`src/rtl/serializer_pkg.sv`:
```
// rtl/serializer_pkg.sv - shared types and helpers for the serializer
package serializer_pkg;

    typedef enum logic {
        IDLE  = 1'b0,
        SHIFT = 1'b1
    } ser_state_t;

    function automatic int cnt_width(input int w);
        return (w > 1) ? $clog2(w) : 1;
    endfunction

endpackage

```
`src/rtl/serializer_bit_counter.sv`:
```
// rtl/serializer_bit_counter.sv - bit position counter with a saturating last flag
module bit_counter_m
    import serializer_pkg::*;
#(
    parameter int W = 8,
    localparam int CW = cnt_width(W)
) (
    input  logic          clk,
    input  logic          rst,
    input  logic          clr,
    input  logic          inc,
    output logic [CW-1:0] cnt,
    output logic          last
);

    assign last = (cnt == CW'(W - 1));

    // Holds at W-1 so the count can never wrap into a new word by itself.
    always_ff @(posedge clk) begin
        if (rst) begin
            cnt <= '0;
        end else if (clr) begin
            cnt <= '0;
        end else if (inc && !last) begin
            cnt <= cnt + 1'b1;
        end
    end

endmodule

```
`src/rtl/serializer_m.sv`:
```
// rtl/serializer_m.sv - parallel-in serial-out transmitter with valid/ready input
module serializer_m
    import serializer_pkg::*;
#(
    parameter int W         = 8,
    parameter int MSB_FIRST = 1,
    localparam int CW = cnt_width(W)
) (
    input  logic         clk,
    input  logic         rst,
    input  logic [W-1:0] din,
    input  logic         din_vld,
    output logic         din_rdy,
    input  logic         enb,
    output logic         sout,
    output logic         sout_vld,
    output logic         sout_first,
    output logic         sout_last,
    output logic         busy,
    output logic         done
);

    ser_state_t    state;
    logic [W-1:0]  shreg;
    logic [W-1:0]  shreg_next;
    logic [CW-1:0] cnt;
    logic          cnt_last;
    logic          in_shift;
    logic          end_bit;
    logic          load;

    assign in_shift = (state == SHIFT);
    assign end_bit  = in_shift && cnt_last && enb;
    assign din_rdy  = !rst && ((state == IDLE) || end_bit);
    assign load     = din_rdy && din_vld;

    // Shift toward whichever end feeds sout, zero filling the vacated bit.
    assign shreg_next = (MSB_FIRST != 0) ? {shreg[W-2:0], 1'b0} : {1'b0, shreg[W-1:1]};

    bit_counter_m #(.W(W)) u_bit_counter (
        .clk  (clk),
        .rst  (rst),
        .clr  (load),
        .inc  (in_shift && enb && !cnt_last),
        .cnt  (cnt),
        .last (cnt_last)
    );

    always_ff @(posedge clk) begin
        if (rst) begin
            state <= IDLE;
            shreg <= '0;
            done  <= 1'b0;
        end else begin
            done <= end_bit;
            if (load) begin
                shreg <= din;
                state <= SHIFT;
            end else if (end_bit) begin
                state <= IDLE;
            end else if (in_shift && enb) begin
                shreg <= shreg_next;
            end
        end
    end

    // Serial outputs are forced quiet while reset is asserted, even mid-word.
    assign sout_vld   = !rst && in_shift;
    assign busy       = sout_vld;
    assign sout       = sout_vld && ((MSB_FIRST != 0) ? shreg[W-1] : shreg[0]);
    assign sout_first = sout_vld && (cnt == '0);
    assign sout_last  = sout_vld && cnt_last;

endmodule
```
`config.mk`:
```
export PLATFORM = sky130hd
export DESIGN_NAME = serializer_m
export DESIGN_NICKNAME = d
export VERILOG_FILES = /design/src/rtl/serializer_pkg.sv /design/src/rtl/serializer_bit_counter.sv /design/src/rtl/serializer_m.sv
export SDC_FILE = /design/constraint.sdc
export NUM_CORES = 1
export LEC_CHECK = 0
export CAP_MARGIN = 20
export CORE_ASPECT_RATIO = 0.9
export CORE_MARGIN = 4
export CORE_UTILIZATION = 45
export CTS_CLUSTER_DIAMETER = 120
export DETAILED_ROUTE_END_ITERATION = 8
export GPL_TIMING_DRIVEN = 0
export PLACE_DENSITY = 0.75
export REMOVE_ABC_BUFFERS = 1
export SLEW_MARGIN = 20
export SYNTH_ARGS = -nofsm -noshare
export SYNTH_HDL_FRONTEND = slang
export SYNTH_HIERARCHICAL = 1
export SYNTH_SLANG_ARGS = --single-unit
```
`constraint.sdc`:
```
create_clock -name clk -period 1.93 [get_ports clk]
set_input_delay 0.579 -clock clk [delete_from_list [all_inputs] [get_ports clk]]
set_output_delay 0.579 -clock clk [all_outputs]
set_load 0.01 [all_outputs]
```
==> results.toml <==
[clocking]
clock_sinks = 13
cts_max_path_buffers = 2
clkSlewWorstSetupHoldPaths_ps = 70
cts_tree = "done"
h-tree-depth = 1
numCtsBuffers = 3
clk-insertion-delay-late_ps = 270
cts.root.buffer_cell = "clkbuf_4"

[worst_setup_path]
path_cells = "buf_8, nor2b_4, buf_6, nor4b_2, buf_2"
critPathMaxStageDelay_ps = 160
path_max_fanout = 15
worst_ep_required_time_ps = 1350
critPathSlowestCell = "nor2b_4"
path_class = "in -> out"
cp-start-kind = "input pin"
r2r_start = "u_bit_counter/cnt[1]"
cp.arrival_ps = 1310
critPathCaptureType = "primary output"
cp-startpoint = "rst"

[drt]
vias = 587
first_pass_iters = 4
remaining_drc_errors = 0
drt.antenna.violating_nets = 0
wl_per_cell_um = 14.34
drtIter0Drc = 2
via_per_inst = 5.288
wirelength_um = 1592

[grt]
met1_usage = 0.1778
grt-busiest-layer = "met2"
overflow = 0
grt_pass1_wl_um = 2656
grt_usage = 0.1633
gr-usage-met2 = 0.2902
antenna_found_initial = 0
grt_max_degree = 16
grt_pass1_vias = 577
use_met3 = 0.06885

[logic_synthesis]
synth_compound_area_frac = 0.1843
synth-seq-cells = 13
synthMuxAreaShare = 0.02862
synth_top_family_by_area = "simple AND/OR/NAND/NOR gates"
synth_fa_ha_area_frac = 0.03578
synth_xor_area_frac = 0.01252
synthSimpleGateAreaFrac = 0.3005
netlist_area_um2 = 699.4
async_reset_ff_frac = 0
yosysUniqueCellTypes = 26
synth_area_per_cell_um2 = 9.714
synth_edf_count = 0
yosysSeqAreaShare = 0.3721
yosys_warnings = 6
syn_inst = 72
ys.flop_type = "dfxtp_1"

[pwr]
power_leakage_nw = 0.3964
power_density_mw_per_mm2 = 570.1
ir_worst_vdd_v = 0.0005743
total_power_mw = 0.5685

[die]
initial_core_util = 0.4778
die_area_mm2 = 0.002250
num_io_pins = 19
coreArea_mm2 = 0.001464
die_h_um = 45.40
die_x_um = 49.56
row_count = 13

[placed_design]
numPortBuffers = 18
post_dp_cell_area_um2 = 859.6
place.gp.congestion = 0.7377
dp.final_hpwl_um = 1018

[sta]
tightest_slew_ps = 315.3
hold_viol = 0
setup-violations-final = 0
maxSlewHeadroom = 0.7882
post-route-period-util = 0.9798
whs_ps = 495.5
post-route-min-period_ps = 1891
skew_ps = 2.847
slew_viol_final = 0
maxClockFrequency_mhz = 528.8
rsz0062_at_grt = "yes"

[outcome]
outcome = "finished clean"

[job]
drv_cap = 0

[worst_hold_path]
hold_path_class = "reg -> reg"
hp-start = "shreg[0]"

[final_layout]
multi_input_area_um2 = 444.2
fin_util = 0.6812
syn2layout_area_growth_pct = 42.58
drive_gt1_frac = 0.3542
ff_latch_area_um2 = 269.0
fillers = 129
antenna_cells = 0
design_area_um2 = 997.2
finalNetCount = 111
stage by stage:
stage               TNS (ps)  instances  worst slack (ps)
finish                     0        111             38.98
global route          -4.864        111            -4.864
CTS                        0        109             8.894
detailed placement    -15220        100             -1276
global placement      -14740        100             -1245
floorplan             -167.0         67            -110.1
cells in the mapped netlist (2+ instances only):
cell type / number / share of area
nand2_1: 14 / 0.075
a311oi_2: 7 / 0.15
nor3_1: 10 / 0.072
mux2i_1: 2 / 0.029
and2_1: 2 / 0.018
dfxtp_1: 13 / 0.37
ha_1: 2 / 0.036
buf_6: 2 / 0.032
nor2_1: 3 / 0.016
report_power, final:
part           total, mW  switching (mW)  internal [mW]  leakage, nW
clock network      0.164          0.0842         0.0801       0.0150
logic              0.114          0.0528         0.0615        0.273
registers          0.290         0.00900          0.281        0.108
total              0.569           0.146          0.423        0.396
layout make-up:
class / instances / share of cell area
Inverter: 2 / 0.007528
Timing Repair Buffer: 25 / 0.2321
Tap cell: 15 / 0.01882
Sequential cell: 13 / 0.2698
Clock buffer: 4 / 0.02635
Multi-Input combinational cell: 52 / 0.4454
placed cells by master (no fill, tap or decap), drive strengths merged, types with 2 or more instances in the layout:
master / synthesis / layout
and2: 2 / 2
nor3: 10 / 10
buf: 4 / 11
clkbuf: 1 / 4
ha: 2 / 2
nand2: 14 / 14
nor2: 3 / 3
mux2i: 2 / 2
a311oi: 7 / 7
dlygate4sd2: 0 / 4
nor2b: 2 / 2
clkdlybuf4s50: 0 / 10
dfxtp: 13 / 13
worst paths after layout:
check | slack [ps] | endpoint | cells past startpoint
worst max-delay path | 40 | sout_first | 5
worst min-delay path | 500 | shreg[0] | 2
worst max register to register | 150 | u_bit_counter/cnt[2] | 8
worst min register to register | 500 | shreg[0] | 2
sequential cells by signal, summed over array words and instances, names as in the netlist:
name               cells
shreg                  8
u_bit_counter/cnt      3
done                   1
in_shift               1
cells by family (layout without fill, tap and decap cells):
family	Yosys count	count (layout)
AOI/OAI and AO/OA	10	10
buffers and inverters	7	31
adders and majority gates	2	2
muxes	2	2
and+or+nand+nor	37	37
xor gates and xnor gates	1	1
DFF	13	13
worst max-delay path, delay by kind of cell:
family | cells | cell delay, ps
simple gates | 2 | 310
buf+inv | 3 | 400
metal layers:
metal  share of wire  up-vias
li1                -      308
met1            0.40      261
met2            0.54       16
met3           0.060        2
met4          0.0075        0
met5               0        -
timing repair:
| action | 4_1_cts | 5_1_grt |
|---|---|---|
| hold buffers | 0 | 0 |
| cloned | 0 | 0 |
| pin swaps | 1 | 2 |
| resized for setup | 36 | 9 |
| setup endpoints to repair | 17 | 6 |
| buffers inserted | 5 | 2 |
(Power assumes the default switching activity.)
==> variant, RTL diff (config.mk and constraints unchanged) <==
`W` is set to 8 in 2 places; all go to 6.
--- a/src/rtl/serializer_bit_counter.sv
+++ b/src/rtl/serializer_bit_counter.sv
@@ -4,3 +4,3 @@
 #(
-    parameter int W = 8,
+    parameter int W = 6,
     localparam int CW = cnt_width(W)
--- a/src/rtl/serializer_m.sv
+++ b/src/rtl/serializer_m.sv
@@ -4,3 +4,3 @@
 #(
-    parameter int W         = 8,
+    parameter int W         = 6,
     parameter int MSB_FIRST = 1,
Ports: changed (resized din); port bits go from 19 to 17. The function was not compared with the original's and may differ.
==> variant against the unedited design <==
- total power decreased by 11%
- sequential share of layout area decreased by 0.59 points
- sequential cell count decreased by 2
- routed wire length decreased by 9.7%
- largest power group unchanged
- register-to-register slack improved by 0.09 ns
- largest cell class unchanged
- critical endpoint is now din_rdy
- first-iteration DRC count increased to 8.0 times the old value
- area after synthesis decreased by 11%
- critical path depth increased by 1
- setup slack got worse by 0.0079 ns
- final area decreased by 14%
==> variant: results (changes against the unedited design) <==
- Worst IR drop on VDD: 0.4308 mV (was 0.5743 mV)
- Post-synth cell types: 29 (was 26)
- Inverters: 3 (was 2)
- Syn Inst Count: 66 (was 72)
- FF-to-FF setup slack: 0.24 ns (was 0.15 ns)
- Routed WL: 1437 um (was 1592 um)
- Die width: 47.15 um (was 49.56 um)
- #MultiIn Comb: 50 (was 52)
- GP Congestion: 0.7269 (was 0.7377)
- Area of the multi-input gates: 404.1 um^2 (was 444.2 um^2)
- Global-route wire length before repair: 2428 um (was 2656 um)
- Synth Area in Adders: 4.032% (was 3.578%)
- Area after DPL: 783.3 um^2 (was 859.6 um^2)
- Status: completed (unchanged)
- Fill count: 102 (was 129)
- Xor/xnor share of the synthesized area: 0% (was 1.252%)
- Vias in the first global route: 554 (was 577)
- Fin worst setup slack: 0.03108 ns (was 0.03898 ns)
- Leak: 0.3597 nW (was 0.3964 nW)
- HPWL Detailed: 968.3 um (was 1018 um)
- Reg2Reg Depth: 7 (was 8)
- Ranking of synthesized cells by area: dfxtp_1 (35%), nand2_1 (6.0%), nor3_1 (5.6%) (was dfxtp_1 (37%), a311oi_2 (15%), nand2_1 (7.5%))
- CP max FO: 5 (was 15)
- Hold path start: shreg[2]$_SDFFE_PP0P_ (was shreg[0]$_SDFFE_PP0P_)
- Compound-Gate Fraction of Synth Area: 18.35% (was 18.43%)
- Int Pwr: 0.0003686 W (was 0.0004226 W)
- Setup slack after placement: -1.189 ns (was -1.276 ns)
- DR iter-0 viols: 16 (was 2)
- Synth top cells by count: dfxtp_1 (11), nand2_1 (10), nor3_1 (7) (was nand2_1 (14), dfxtp_1 (13), nor3_1 (10))
- Buffering overhead: 19.53% (was 23.21%)
- Clk sinks: 11 (was 13)
- Largest net degree at the start of global routing: 17 (was 16)
- Number of port buffers: 16 (was 18)
- R2r endpoint: u_bit_counter/cnt[0]$_SDFFE_PP0P_ (was u_bit_counter/cnt[2]$_SDFFE_PP0P_)
- Vias per cell: 5.775 (was 5.288)
- Fin nets: 101 (was 111)
- Placed cell count: 94 (was 100)
- Number of warnings issued by yosys: 6 (unchanged)
- Clock skew: 0.005601 ns (was 0.002847 ns)
- Post-CTS sizing: 31 (was 36)
- Layout clock area frac: 3.061% (was 2.635%)
- Mux contribution to synthesized area: 3.629% (was 2.862%)
- Area growth, synth to finish: 38.31% (was 42.58%)
- Critical path arrival: 1.32 ns
- Signal buffers: 20 (was 25)
- Hold endpoint: shreg[3]$_SDFFE_PP0P_ (was shreg[0]$_SDFFE_PP0P_)
- Seq/total area: 26.38% (was 26.98%)
- # Post-CTS Setup Buffers: 2 (was 5)
- Hold slack final: 0.4880 ns (was 0.4955 ns)
- Sequential area share after synthesis: 35.48% (was 37.21%)
-- variant: changes by cell type after synthesis, moves of 2 or more --
cell,delta
nor3_1,-3
mux2i_1,-2
dfxtp_1,-2
nand2_1,-4
buf_6,-2
mux2_1,+2
nor3b_1,+2
a311oi_2,-5
a311oi_1,+3
-- variant: power by group through the flow --
stage / logic [W] / clock network [W] / registers, W
after floorplan: 0.0000471 / 0 / 0.000249
after global placement: 0.0000891 / 0 / 0.000251
after detailed placement: 0.0000910 / 0 / 0.000251
after CTS: 0.0000920 / 0.000163 / 0.000247
after global routing: 0.000105 / 0.000176 / 0.000249
final: 0.0000967 / 0.000160 / 0.000247
-- variant: critical path: stages (launching register included) --
cell and delay, ns:
dfxtp_2 0.34, inv_2 0.05, ha_4 0.16, and2_4 0.17, a21boi_4 0.15, nor2_1 0.05, buf_2 0.14
-- variant: layer usage --
metal	global-route usage (%)	vias to the layer above	routed length [um]
li1	-	287	-
met1	21.05	276	583
met2	26.83	22	710
met3	5.085	4	124
met4	4.972	0	19
met5	0	-	0
